$ cat src/rtl/pux_si_pkg.sv
`default_nettype none
// +------------------------------------------------------------------+
// | pux_si_pkg : shared constants for the PUX stream interface        |
// | Revision   : 1.0                                                  |
// +------------------------------------------------------------------+
package pux_si_pkg;

   localparam int CH_A = 0;
   localparam int CH_B = 1;
   localparam int CH_M = 2;

   // Operand-channel mask occupies the low bits of the opcode
   localparam int MASK_LSB = 0;

   localparam logic [1:0] ST_OK   = 2'b00;
   localparam logic [1:0] ST_ERR  = 2'b01;
   localparam logic [1:0] ST_BUSY = 2'b10;

endpackage
`default_nettype wire

$ cat src/rtl/pux_si_fifo.sv
`default_nettype none
// +------------------------------------------------------------------+
// | pux_si_fifo : synchronous FIFO with wrap-bit pointers             |
// | Revision    : 1.0                                                 |
// +------------------------------------------------------------------+
module pux_si_fifo #(
   parameter int WIDTH = 8,
   parameter int AW    = 3
) (
   input  logic             clk,
   input  logic             rst,
   input  logic             wr_en,
   input  logic [WIDTH-1:0] wr_data,
   input  logic             rd_en,
   output logic [WIDTH-1:0] rd_data,
   output logic             full,
   output logic             empty,
   output logic [AW:0]      level
);

   localparam int          DEPTH   = 2**AW;
   localparam logic [AW:0] PTR_ONE = (AW+1)'(1);

   logic [WIDTH-1:0] mem [DEPTH];
   logic [AW:0]      wptr;
   logic [AW:0]      rptr;
   logic             do_wr;
   logic             do_rd;

   assign empty   = (wptr == rptr);
   assign full    = (wptr[AW] != rptr[AW]) && (wptr[AW-1:0] == rptr[AW-1:0]);
   assign level   = wptr - rptr;
   assign rd_data = mem[rptr[AW-1:0]];
   assign do_wr   = wr_en && !full;
   assign do_rd   = rd_en && !empty;

   // Storage needs no reset: pointers alone define what is valid
   always_ff @(posedge clk) begin
      if (do_wr) begin
         mem[wptr[AW-1:0]] <= wr_data;
      end
   end

   always_ff @(posedge clk or posedge rst) begin
      if (rst) begin
         wptr <= '0;
         rptr <= '0;
      end else begin
         if (do_wr) wptr <= wptr + PTR_ONE;
         if (do_rd) rptr <= rptr + PTR_ONE;
      end
   end

endmodule
`default_nettype wire

$ cat src/rtl/pux_si_mc.sv
`default_nettype none
// +------------------------------------------------------------------+
// | pux_si_mc : multi-channel opcode/operand issue and status return  |
// | Revision  : 1.0                                                   |
// +------------------------------------------------------------------+
module pux_si_mc
   import pux_si_pkg::*;
#(
   parameter int OPCW    = 8,
   parameter int DATAW   = 16,
   parameter int STATUSW = 2,
   parameter int NCH     = 3,
   parameter int FIFOAW  = 3,
   parameter int REQTHR  = 2
) (
   input  logic                 axis_clk,
   input  logic                 axis_rst,
   input  logic [OPCW-1:0]      axis_opcode_data,
   input  logic                 axis_opcode_valid,
   output logic                 axis_opcode_ready,
   input  logic [NCH*DATAW-1:0] axis_opnd_data,
   input  logic [NCH-1:0]       axis_opnd_valid,
   output logic [NCH-1:0]       axis_opnd_ready,
   output logic [OPCW-1:0]      exec_opcode,
   output logic [NCH*DATAW-1:0] exec_data,
   output logic                 exec_valid,
   input  logic                 exec_ready,
   input  logic                 exec_done,
   input  logic [STATUSW-1:0]   exec_status,
   output logic [STATUSW-1:0]   axis_status_data,
   output logic                 axis_status_valid,
   input  logic                 axis_status_ready,
   output logic                 stream_request,
   output logic [FIFOAW:0]      opc_level,
   output logic                 err_overflow
);

   localparam logic [FIFOAW:0] REQ_LEVEL = (FIFOAW+1)'(REQTHR);

   logic [OPCW-1:0]      head_opc;
   logic                 opc_empty;
   logic                 opc_full;
   logic [NCH-1:0]       opnd_empty;
   logic [NCH-1:0]       opnd_full;
   logic [NCH-1:0]       opnd_ok;
   logic [NCH-1:0]       opnd_pop;
   logic [DATAW-1:0]     opnd_head [NCH];
   logic [FIFOAW:0]      unused_opnd_level [NCH];
   logic [NCH*DATAW-1:0] issue_data;
   logic                 issue;
   logic                 status_drain;

   pux_si_fifo #(.WIDTH(OPCW), .AW(FIFOAW)) u_opc_fifo (
      .clk     (axis_clk),
      .rst     (axis_rst),
      .wr_en   (axis_opcode_valid),
      .wr_data (axis_opcode_data),
      .rd_en   (issue),
      .rd_data (head_opc),
      .full    (opc_full),
      .empty   (opc_empty),
      .level   (opc_level)
   );

   generate
      for (genvar c = 0; c < NCH; c++) begin : g_opnd
         pux_si_fifo #(.WIDTH(DATAW), .AW(FIFOAW)) u_opnd_fifo (
            .clk     (axis_clk),
            .rst     (axis_rst),
            .wr_en   (axis_opnd_valid[c]),
            .wr_data (axis_opnd_data[c*DATAW +: DATAW]),
            .rd_en   (opnd_pop[c]),
            .rd_data (opnd_head[c]),
            .full    (opnd_full[c]),
            .empty   (opnd_empty[c]),
            .level   (unused_opnd_level[c])
         );
         assign axis_opnd_ready[c] = !opnd_full[c];
      end
   endgenerate

   assign axis_opcode_ready = !opc_full;

   // A channel blocks issue only when the head opcode selects it and it is empty
   always_comb begin
      opnd_ok    = '1;
      issue_data = '0;
      for (int c = 0; c < NCH; c++) begin
         opnd_ok[c] = !head_opc[MASK_LSB + c] || !opnd_empty[c];
         if (head_opc[MASK_LSB + c]) begin
            issue_data[c*DATAW +: DATAW] = opnd_head[c];
         end
      end
   end

   assign issue    = !opc_empty && (&opnd_ok) && (!exec_valid || exec_ready);
   assign opnd_pop = issue ? head_opc[MASK_LSB +: NCH] : '0;

   always_ff @(posedge axis_clk or posedge axis_rst) begin
      if (axis_rst) begin
         exec_valid  <= 1'b0;
         exec_opcode <= '0;
         exec_data   <= '0;
      end else if (issue) begin
         exec_valid  <= 1'b1;
         exec_opcode <= head_opc;
         exec_data   <= issue_data;
      end else if (exec_ready) begin
         exec_valid  <= 1'b0;
      end
   end

   // Single-entry status slot; a word arriving while it cannot drain is lost
   assign status_drain = axis_status_valid && axis_status_ready;

   always_ff @(posedge axis_clk or posedge axis_rst) begin
      if (axis_rst) begin
         axis_status_valid <= 1'b0;
         axis_status_data  <= '0;
         err_overflow      <= 1'b0;
      end else if (exec_done) begin
         if (!axis_status_valid || status_drain) begin
            axis_status_valid <= 1'b1;
            axis_status_data  <= exec_status;
         end else begin
            err_overflow      <= 1'b1;
         end
      end else if (status_drain) begin
         axis_status_valid <= 1'b0;
      end
   end

   assign stream_request = (opc_level <= REQ_LEVEL);

endmodule
`default_nettype wire

$ cat config.mk
export PLATFORM = sky130hd
export DESIGN_NAME = pux_si_mc
export DESIGN_NICKNAME = d
export VERILOG_FILES = /design/src/rtl/pux_si_pkg.sv /design/src/rtl/pux_si_fifo.sv /design/src/rtl/pux_si_mc.sv
export SDC_FILE = /design/constraint.sdc
export NUM_CORES = 1
export LEC_CHECK = 0
export ABC_AREA = 1
export CAP_MARGIN = 20
export CORE_MARGIN = 2
export CORE_UTILIZATION = 33
export DETAILED_ROUTE_END_ITERATION = 10
export GPL_ROUTABILITY_DRIVEN = 0
export REMOVE_ABC_BUFFERS = 1
export SKIP_LAST_GASP = 1
export SYNTH_ARGS = -nofsm -noshare
export SYNTH_HDL_FRONTEND = slang
export SYNTH_SLANG_ARGS = --single-unit
$ cat constraint.sdc
create_clock -name axis_clk -period 6.1 [get_ports axis_clk]
set_clock_uncertainty 0.1 [all_clocks]
set_input_delay 1.22 -clock axis_clk [delete_from_list [all_inputs] [get_ports axis_clk]]
set_output_delay 1.22 -clock axis_clk [all_outputs]
set_load 0.01 [all_outputs]
==> flow_summary.yaml, run 1 <==
floorplanning:
  die_w_um: 259
  core_mm2: 0.0642
  rows: 93
  initial_utilization_pct: 33.3
  die_area_mm2: 0.0669
  io_pins: 137
  die_y_um: 259
global_route:
  grt_pass1_wl_um: 78300
  antenna_found_initial: 4
  grt_pass1_vias: 13493
  grtUsageTotal_pct: 15.1
  grt-ovfl-total: 0
  grt_max_degree: 70
clock_network:
  cts_buffers: 56
  clkLatencyLatePin_ps: 610
  postCtsSetupBuffers: 0
  cts.clk_slew.worst_paths_ps: 60
  cts_tree: "built"
  htreeDepth: 2
  ctsResizeCount: 0
  clockBufferDepth: 3
  clock_sinks: 541
  root_buffer: "clkbuf_16"
  cts_hold_buffers: 0
finish:
  syn_to_final_growth_pct: 19.4
  fin_nets: 1866
  utilization_pct: 39.8
  final_area_mm2: 0.0256
  finalNonFillerCells: 2690
  drive_above_1_share_pct: 8.34
synth:
  synth_top_area_share_pct: 62.9
  synth-seq-cells: 541
  yosysWarnings: 0
  avgSynthCellArea_um2: 12.9
  synth_area_mm2: 0.0214
  yosysTopAreaCell: "edfxtp_1"
  ys_async_sr_fraction_pct: 17.2
  synthFlopType: "edfxtp_1"
  ys_seq_area_share_pct: 73.7
  synth-edff-count: 448
  syn-instance-count: 1663
  synth_cell_types: 33
  synth_commonest_cells: "edfxtp_1, nor2_1, o21ai_0"
  yosysMostFrequentCell: "edfxtp_1"
  synthTopCellsByArea: "edfxtp_1, dfrtp_1, o21ai_0"
placed_design:
  placed_area_mm2: 0.0236
  place_hpwl_um: 28600
  dp.cells: 2573
  place_ws_ps: 2040
  portBuffers: 136
hold_path:
  hp-start: "exec_opcode[0]"
  min_path_cells: 2
  worstHoldPathType: "register to register"
  hold_end: "exec_opcode[0]"
timing:
  fin_ws_ps: 1400
  fin_crit_sh_pct: 77.1
  finalHoldViolations: 0
  rsz0062_at_grt: "no"
  holdWs_ps: 375
  slew_viol_final: 0
  tightest_slew_ps: 1060
  setup_viol_count_final: 0
  relSlewSlack_pct: 29.2
  maxClockFrequency_mhz: 213
  tns_ps: 0
  fin_crit_ps: 4700
detailed_routing:
  dr_total_vias: 13413
  drc_errors: 0
  dr.pass1.iters: 5
  drt-total-wl_um: 50400
  vias_per_cell: 4.99
  ant_nets: 0
  wl_per_cell_um: 18.7
  drt_iter0_markers: 1038
critical_path:
  start_kind: "register"
  critPathKind: "register to output port"
  cp-end-kind: "output port"
  critPathArrivalTime_ps: 3380
  crit_fanout: 20
  rr_startpoint: "u_opc_fifo.rptr[1]"
  r2r_slack_ps: 2330
  worstPathRequired_ps: 4780
  r2r_cells: 10
  r2r_end: "exec_data[16]"
power:
  p_comb_share_pct: 35.1
  internal_power_mw: 8.21
  power.switching_mw: 4.71
  leakagePower_nw: 8.85
  power.total_mw: 12.9
  power.density_mw_per_mm2: 505
  power_frac_seq_pct: 39.3
  ir_worst_vdd_v: 0.000384
  pwr-share-clk_pct: 25.6
  switching_share_pct: 36.5
run:
  maxCapViolCount: 0
outcome:
  outcome: "finished clean"
registers in the layout, indices dropped and copies added, names as in the netlist, 2 cells and up:
name / count
axis_status_data: 2
exec_data: 48
exec_opcode: 8
g_opnd.u_opnd_fifo.mem: 384
g_opnd.u_opnd_fifo.rptr: 12
g_opnd.u_opnd_fifo.wptr: 12
u_opc_fifo.mem: 64
u_opc_fifo.rptr: 4
u_opc_fifo.wptr: 4
logic make-up (layout without fill, tap and decap cells):
logic type               count (synthesis)  count (layout)  synth area share, %
flip-flops                             541             541                 73.7
XOR/XNOR                                28              28                 1.15
AND/OR/NAND/NOR                        530             530                 10.1
adder cells (fa/ha/maj)                 12              12                0.737
multiplexers                             2               2                0.105
other                                    0               1                    0
AO/OA/AOI/OAI                          385             385                 10.9
buffers and inverters                  165             336                 3.27
metal layers:
layer	vias to the layer above	wire (um)	GRT usage, %
li1	6328	-	-
met1	6678	22300	19.9
met2	328	24400	25.3
met3	75	2690	2.79
met4	4	927	4.45
met5	-	25	0
worst max-delay path by stage:
stage | start | end
floorplan | g_opnd[2].u_opnd_fifo.rptr[0] | g_opnd[2].u_opnd_fifo.mem[7][0]
global placement | u_opc_fifo.rptr[1] | stream_request
detailed placement | u_opc_fifo.rptr[1] | stream_request
CTS | u_opc_fifo.rptr[1] | stream_request
global route | u_opc_fifo.rptr[1] | stream_request
finish | u_opc_fifo.rptr[1] | stream_request
worst max-delay path, stage by stage, from the launching register on:
cell             delay (ps)
dfrtp_1                 730
inv_1                   490
ha_1                    420
nand2_1                  60
o21ai_0                 190
xnor2_1                 120
a211oi_1                200
clkdlybuf4s50_1         570
layout make-up:
cell class,count,area (um2)
Timing Repair Buffer,171,1700
Tap cell,855,1070
Multi-Input combinational cell,957,4970
Fill cell,6035,38700
Antenna cell,1,2.50
Clock buffer,76,1520
Sequential cell,541,15800
Inverter,60,233
Clock inverter,29,277
power by group through the flow:
stage / logic [mW] / registers, mW / clock network [mW]
floorplan: 2.42 / 5.36 / 0
global placement: 4.43 / 5.14 / 0
detailed placement: 4.54 / 5.16 / 0
CTS: 4.56 / 5.09 / 3.40
global route: 5.09 / 5.15 / 3.54
finish: 4.53 / 5.08 / 3.31
cells in the final DEF, fill, tap and decap left out, types with 3 or more instances in the layout:
cell type / count
edfxtp_1: 448
nor2_1: 229
o21ai_0: 226
nand2_1: 180
clkdlybuf4s50_1: 136
o221ai_1: 101
dfrtp_1: 90
nand3_1: 80
inv_1: 56
clkbuf_16: 56
o21ai_1: 45
buf_4: 24
nor2_2: 18
clkbuf_1: 16
xnor2_1: 15
nand4_1: 15
xor2_1: 13
ha_1: 11
clkinv_2: 11
clkinv_1: 9
o22ai_1: 5
buf_8: 5
buf_6: 5
o21ai_2: 4
bufinv_16: 4
clkbuf_8: 4
dfrtp_2: 3
Note: power is estimated with default switching activity, not from simulation.
==> run 2, diff against run 1 <==
clock period = 4.9 ns   (was 6.1 ns; I/O delays follow)
==> run 2 against run 1 <==
Die area unchanged. Sequential share of layout area fell by 0.25 points. Count of clock-buffer cells in the layout up 1. Power grew 27%. Highest routed layer unchanged.
==> flow_summary.yaml, run 2 (synthesis gave the netlist of run 1 again) <==
run:
  maxCapViolCount: 0
timing:
  finalHoldViolations: 0
  fin_ws_ps: 526
  slew_viol_final: 0
  maxClockFrequency_mhz: 229
  setup_viol_count_final: 0
  tightest_slew_ps: 1100
  tns_ps: 0
  rsz0062_at_grt: "no"
  fin_crit_ps: 4370
  relSlewSlack_pct: 26.8
  fin_crit_sh_pct: 89.3
  holdWs_ps: 378
floorplanning:
  rows: 93
  io_pins: 137
  die_area_mm2: 0.0669
  initial_utilization_pct: 33.3
  die_y_um: 259
  die_w_um: 259
  core_mm2: 0.0642
clock_network:
  cts.clk_slew.worst_paths_ps: 60
  root_buffer: "clkbuf_16"
  htreeDepth: 2
  clock_sinks: 541
  cts_tree: "built"
  ctsResizeCount: 0
  postCtsSetupBuffers: 0
  cts_buffers: 56
  clockBufferDepth: 3
  clkLatencyLatePin_ps: 620
  cts_hold_buffers: 0
power:
  leakagePower_nw: 8.95
  ir_worst_vdd_v: 0.000544
  power.total_mw: 16.4
  power.density_mw_per_mm2: 640
critical_path:
  worstPathRequired_ps: 3820
  path_cells: "inv_1 -> ha_1 -> nand2_1 -> o21ai_0 -> xnor2_1 -> a211oi_1 -> clkdlybuf4s50_1"
  start_kind: "register"
  slowest_delay_ps: 690
  slowest_stage: "dfrtp_1"
  critPathArrivalTime_ps: 3290
  cp-end-kind: "output port"
  crit_fanout: 20
  critPathKind: "register to output port"
  r2r_slack_ps: 1460
finish:
  multiInputGateArea_mm2: 0.00493
  final_cell_mix: "edfxtp_1, nor2_1, o21ai_0"
  mostFrequentLayoutCell: "edfxtp_1"
  regArea_mm2: 0.0158
  drive_above_1_share_pct: 7.81
  fill_cells: 5937
  fin_nets: 1875
  final_area_mm2: 0.0257
  syn_to_final_growth_pct: 19.9
  largest_reg_flops: 384
global_route:
  grt_pass1_wl_um: 79000
  grt_max_degree: 69
  met2_usage_pct: 25.0
  grt_pass1_vias: 13691
  grtUsageTotal_pct: 15.1
  top_usage_layer: "met2"
  grtUsageMet3_pct: 2.63
  antenna_found_initial: 2
  use_met1_pct: 20.4
  grt-ovfl-total: 0
hold_path:
  worstHoldPathType: "register to register"
placed_design:
  portBuffers: 136
  place_ws_ps: 1160
  placed_area_mm2: 0.0237
  place_hpwl_um: 29300
detailed_routing:
  dr_total_vias: 13473
  wl_per_cell_um: 18.8
  drt_iter0_markers: 1044
  dr.pass1.iters: 7
  vias_per_cell: 4.99
  drt-total-wl_um: 50800
  ant_nets: 0
  drc_errors: 0
outcome:
  outcome: "finished clean"
[run 2: layer usage]
layer / routed length [um] / vias up
met5: 13 / -
met4: 1230 / 2
met3: 2420 / 86
met2: 24300 / 330
met1: 22800 / 6707
li1: - / 6348
[run 2: final timing paths]
| path | start | to | cells past startpoint |
|---|---|---|---|
| max | u_opc_fifo.rptr[1] | stream_request | 7 |
| max in group asynchronous | axis_rst | g_opnd[1].u_opnd_fifo.rptr[0] | 3 |
| min in group asynchronous | axis_rst | exec_data[33] | 2 |
| max reg2reg | u_opc_fifo.rptr[1] | exec_data[26] | 11 |
| min reg2reg | exec_opcode[1] | exec_opcode[1] | 2 |
| min | exec_opcode[1] | exec_opcode[1] | 2 |
[run 2: critical path, delay by kind of cell (launching register included)]
| family | cells | cell delay [ps] |
|---|---|---|
| simple gates | 1 | 60 |
| flops | 1 | 690 |
| xor+xnor | 1 | 110 |
| fa+ha+maj | 1 | 410 |
| compound gates | 2 | 400 |
| buf+inv | 2 | 1010 |
[run 2: metrics by stage]
step	instances	util (%)
after global routing	2699	39.9
final	2699	39.9
after global placement	2591	36.9
after floorplan	1558	-
after detailed placement	2592	36.9
after CTS	2697	39.9
[run 2: area by class of cell]
cell class	count	share of cell area, %
clock buffer	77	5.85
timing repair buffer	180	6.66
clock inverter	28	1.67
sequential	541	61.5
tap	855	4.17
multi-input combinational	957	19.2
antenna	1	0.00975
inverter	60	0.907
[run 2: report_power, final]
group,switching (mW),internal [mW],leakage (nW)
registers,0.404,5.95,5.22
clock network,1.76,2.68,0.934
logic,3.74,1.89,2.79
total,5.90,10.5,8.95
==> run 3, diff against run 2 <==
CORE_MARGIN = not set   (was 2)
clock period = 4 ns   (was 4.9 ns; I/O delays follow)
==> run 3 against run 2 <==
First-iteration DRC count shrank 11%. Largest cell class unchanged. Non-clock buffer count grew 9. Critical endpoint unchanged. Register-to-register slack lost 400 ps. Die area shrank 1.5%.
==> flow_summary.yaml, run 3 (synthesis gave the netlist of run 1 again) <==
clock_network:
  ctsResizeCount: 0
  postCtsSetupBuffers: 0
  cts_buffers: 57
  clockBufferDepth: 3
  cts.clk_slew.worst_paths_ps: 60
  root_buffer: "clkbuf_16"
  htreeDepth: 2
  clock_sinks: 541
  clkLatencyLatePin_ps: 610
  cts_tree: "built"
  cts_hold_buffers: 0
detailed_routing:
  ant_nets: 0
  vias_per_cell: 5.02
  drc_errors: 0
  drt_iter0_markers: 926
  dr_total_vias: 13561
  drt-total-wl_um: 50900
  wl_per_cell_um: 18.9
  dr.pass1.iters: 5
critical_path:
  rr_startpoint: "u_opc_fifo.rptr[0]"
  r2r_cells: 10
  start_kind: "register"
  worstPathRequired_ps: 3100
  cp-end-kind: "output port"
  critPathKind: "register to output port"
  r2r_end: "g_opnd[1].u_opnd_fifo.rptr[3]"
  cp-startpoint: "u_opc_fifo.rptr[2]"
  critPathArrivalTime_ps: 2850
  r2r_slack_ps: 1060
  crit_end: "stream_request"
  crit_fanout: 7
finish:
  drive_above_1_share_pct: 8.19
  largest_reg_flops: 384
  final_cell_mix: "edfxtp_1, nor2_1, o21ai_0"
  syn_to_final_growth_pct: 20.0
  fill_cells: 5897
  diodes: 0
  fin_nets: 1885
  mostFrequentLayoutCell: "edfxtp_1"
  finalNonFillerCells: 2701
global_route:
  grt_max_degree: 69
  grtUsageTotal_pct: 15.3
  antenna_found_initial: 1
  grt_pass1_vias: 13705
  grt_pass1_wl_um: 78400
  grt-ovfl-total: 0
timing:
  fin_crit_sh_pct: 93.8
  setup_viol_count_final: 0
  finalHoldViolations: 0
  slew_viol_final: 0
  rsz0062_at_grt: "no"
  relSlewSlack_pct: 26.6
  tns_ps: 0
  tightest_slew_ps: 1100
  fin_ws_ps: 248
  fin_crit_ps: 3750
  maxClockFrequency_mhz: 267
  holdWs_ps: 376
placed_design:
  portBuffers: 136
  dp.cells: 2592
  place_ws_ps: 910
  place_hpwl_um: 29100
floorplanning:
  io_pins: 137
  rows: 92
  die_area_mm2: 0.0659
  core_mm2: 0.0635
  initial_utilization_pct: 33.7
  die_w_um: 257
  die_y_um: 257
power:
  ir_worst_vdd_v: 0.000779
  power.total_mw: 20.0
  leakagePower_nw: 8.99
  power.density_mw_per_mm2: 780
run:
  maxCapViolCount: 0
outcome:
  outcome: "finished clean"
hold_path:
  worstHoldPathType: "register to register"
run 3: how the worst min path moves through the flow:
| stage | start | end | depth (start not counted) | slack, ps |
|---|---|---|---|---|
| 2_1_floorplan | u_opc_fifo.wptr[3] | u_opc_fifo.wptr[3] | 1 | 360 |
| 3_3_place_gp | err_overflow | err_overflow | 1 | 360 |
| 3_5_place_dp | exec_opcode[0] | exec_opcode[0] | 2 | 370 |
| 4_1_cts | exec_opcode[0] | exec_opcode[0] | 2 | 380 |
| 5_1_grt | u_opc_fifo.wptr[3] | u_opc_fifo.wptr[3] | 1 | 390 |
| 6_report | exec_opcode[0] | exec_opcode[0] | 2 | 380 |
run 3: where the power goes:
group / total [mW] / switching (mW) / internal, mW / leakage [nW]
combinational: 7.04 / 4.68 / 2.36 / 2.84
clock: 5.28 / 2.16 / 3.12 / 0.923
sequential: 7.72 / 0.426 / 7.29 / 5.23
run 3: critical path, cell delays in order, from the launching register on:
cell             delay [ps]
dfrtp_1                 480
clkinv_1                150
ha_1                    380
a21oi_1                 160
o21ai_0                 120
xnor2_1                 170
a211oi_1                220
clkdlybuf4s50_1         580
run 3: area by class of cell:
| class | instances | area [um2] | area share (%) |
|---|---|---|---|
| Timing Repair Buffer | 189 | 1790 | 6.98 |
| Clock buffer | 86 | 1620 | 6.30 |
| Clock inverter | 22 | 273 | 1.06 |
| Sequential cell | 541 | 15800 | 61.5 |
| Inverter | 60 | 233 | 0.906 |
| Tap cell | 846 | 1060 | 4.12 |
| Multi-Input combinational cell | 957 | 4920 | 19.2 |
run 3: metal layers:
metal	part of all wire (%)	global-route usage (%)	wire length (um)
met1	44	19.9	22600
met2	49	25.9	25000
met3	4.6	2.71	2330
met4	2.1	4.46	1050
met5	0.024	0	12
run 3: through the flow:
stage / area [um2] / util (%)
floorplan: 20900 / -
global placement: 23800 / 37.4
detailed placement: 23800 / 37.4
CTS: 25600 / 40.4
global route: 25700 / 40.4
finish: 25700 / 40.4
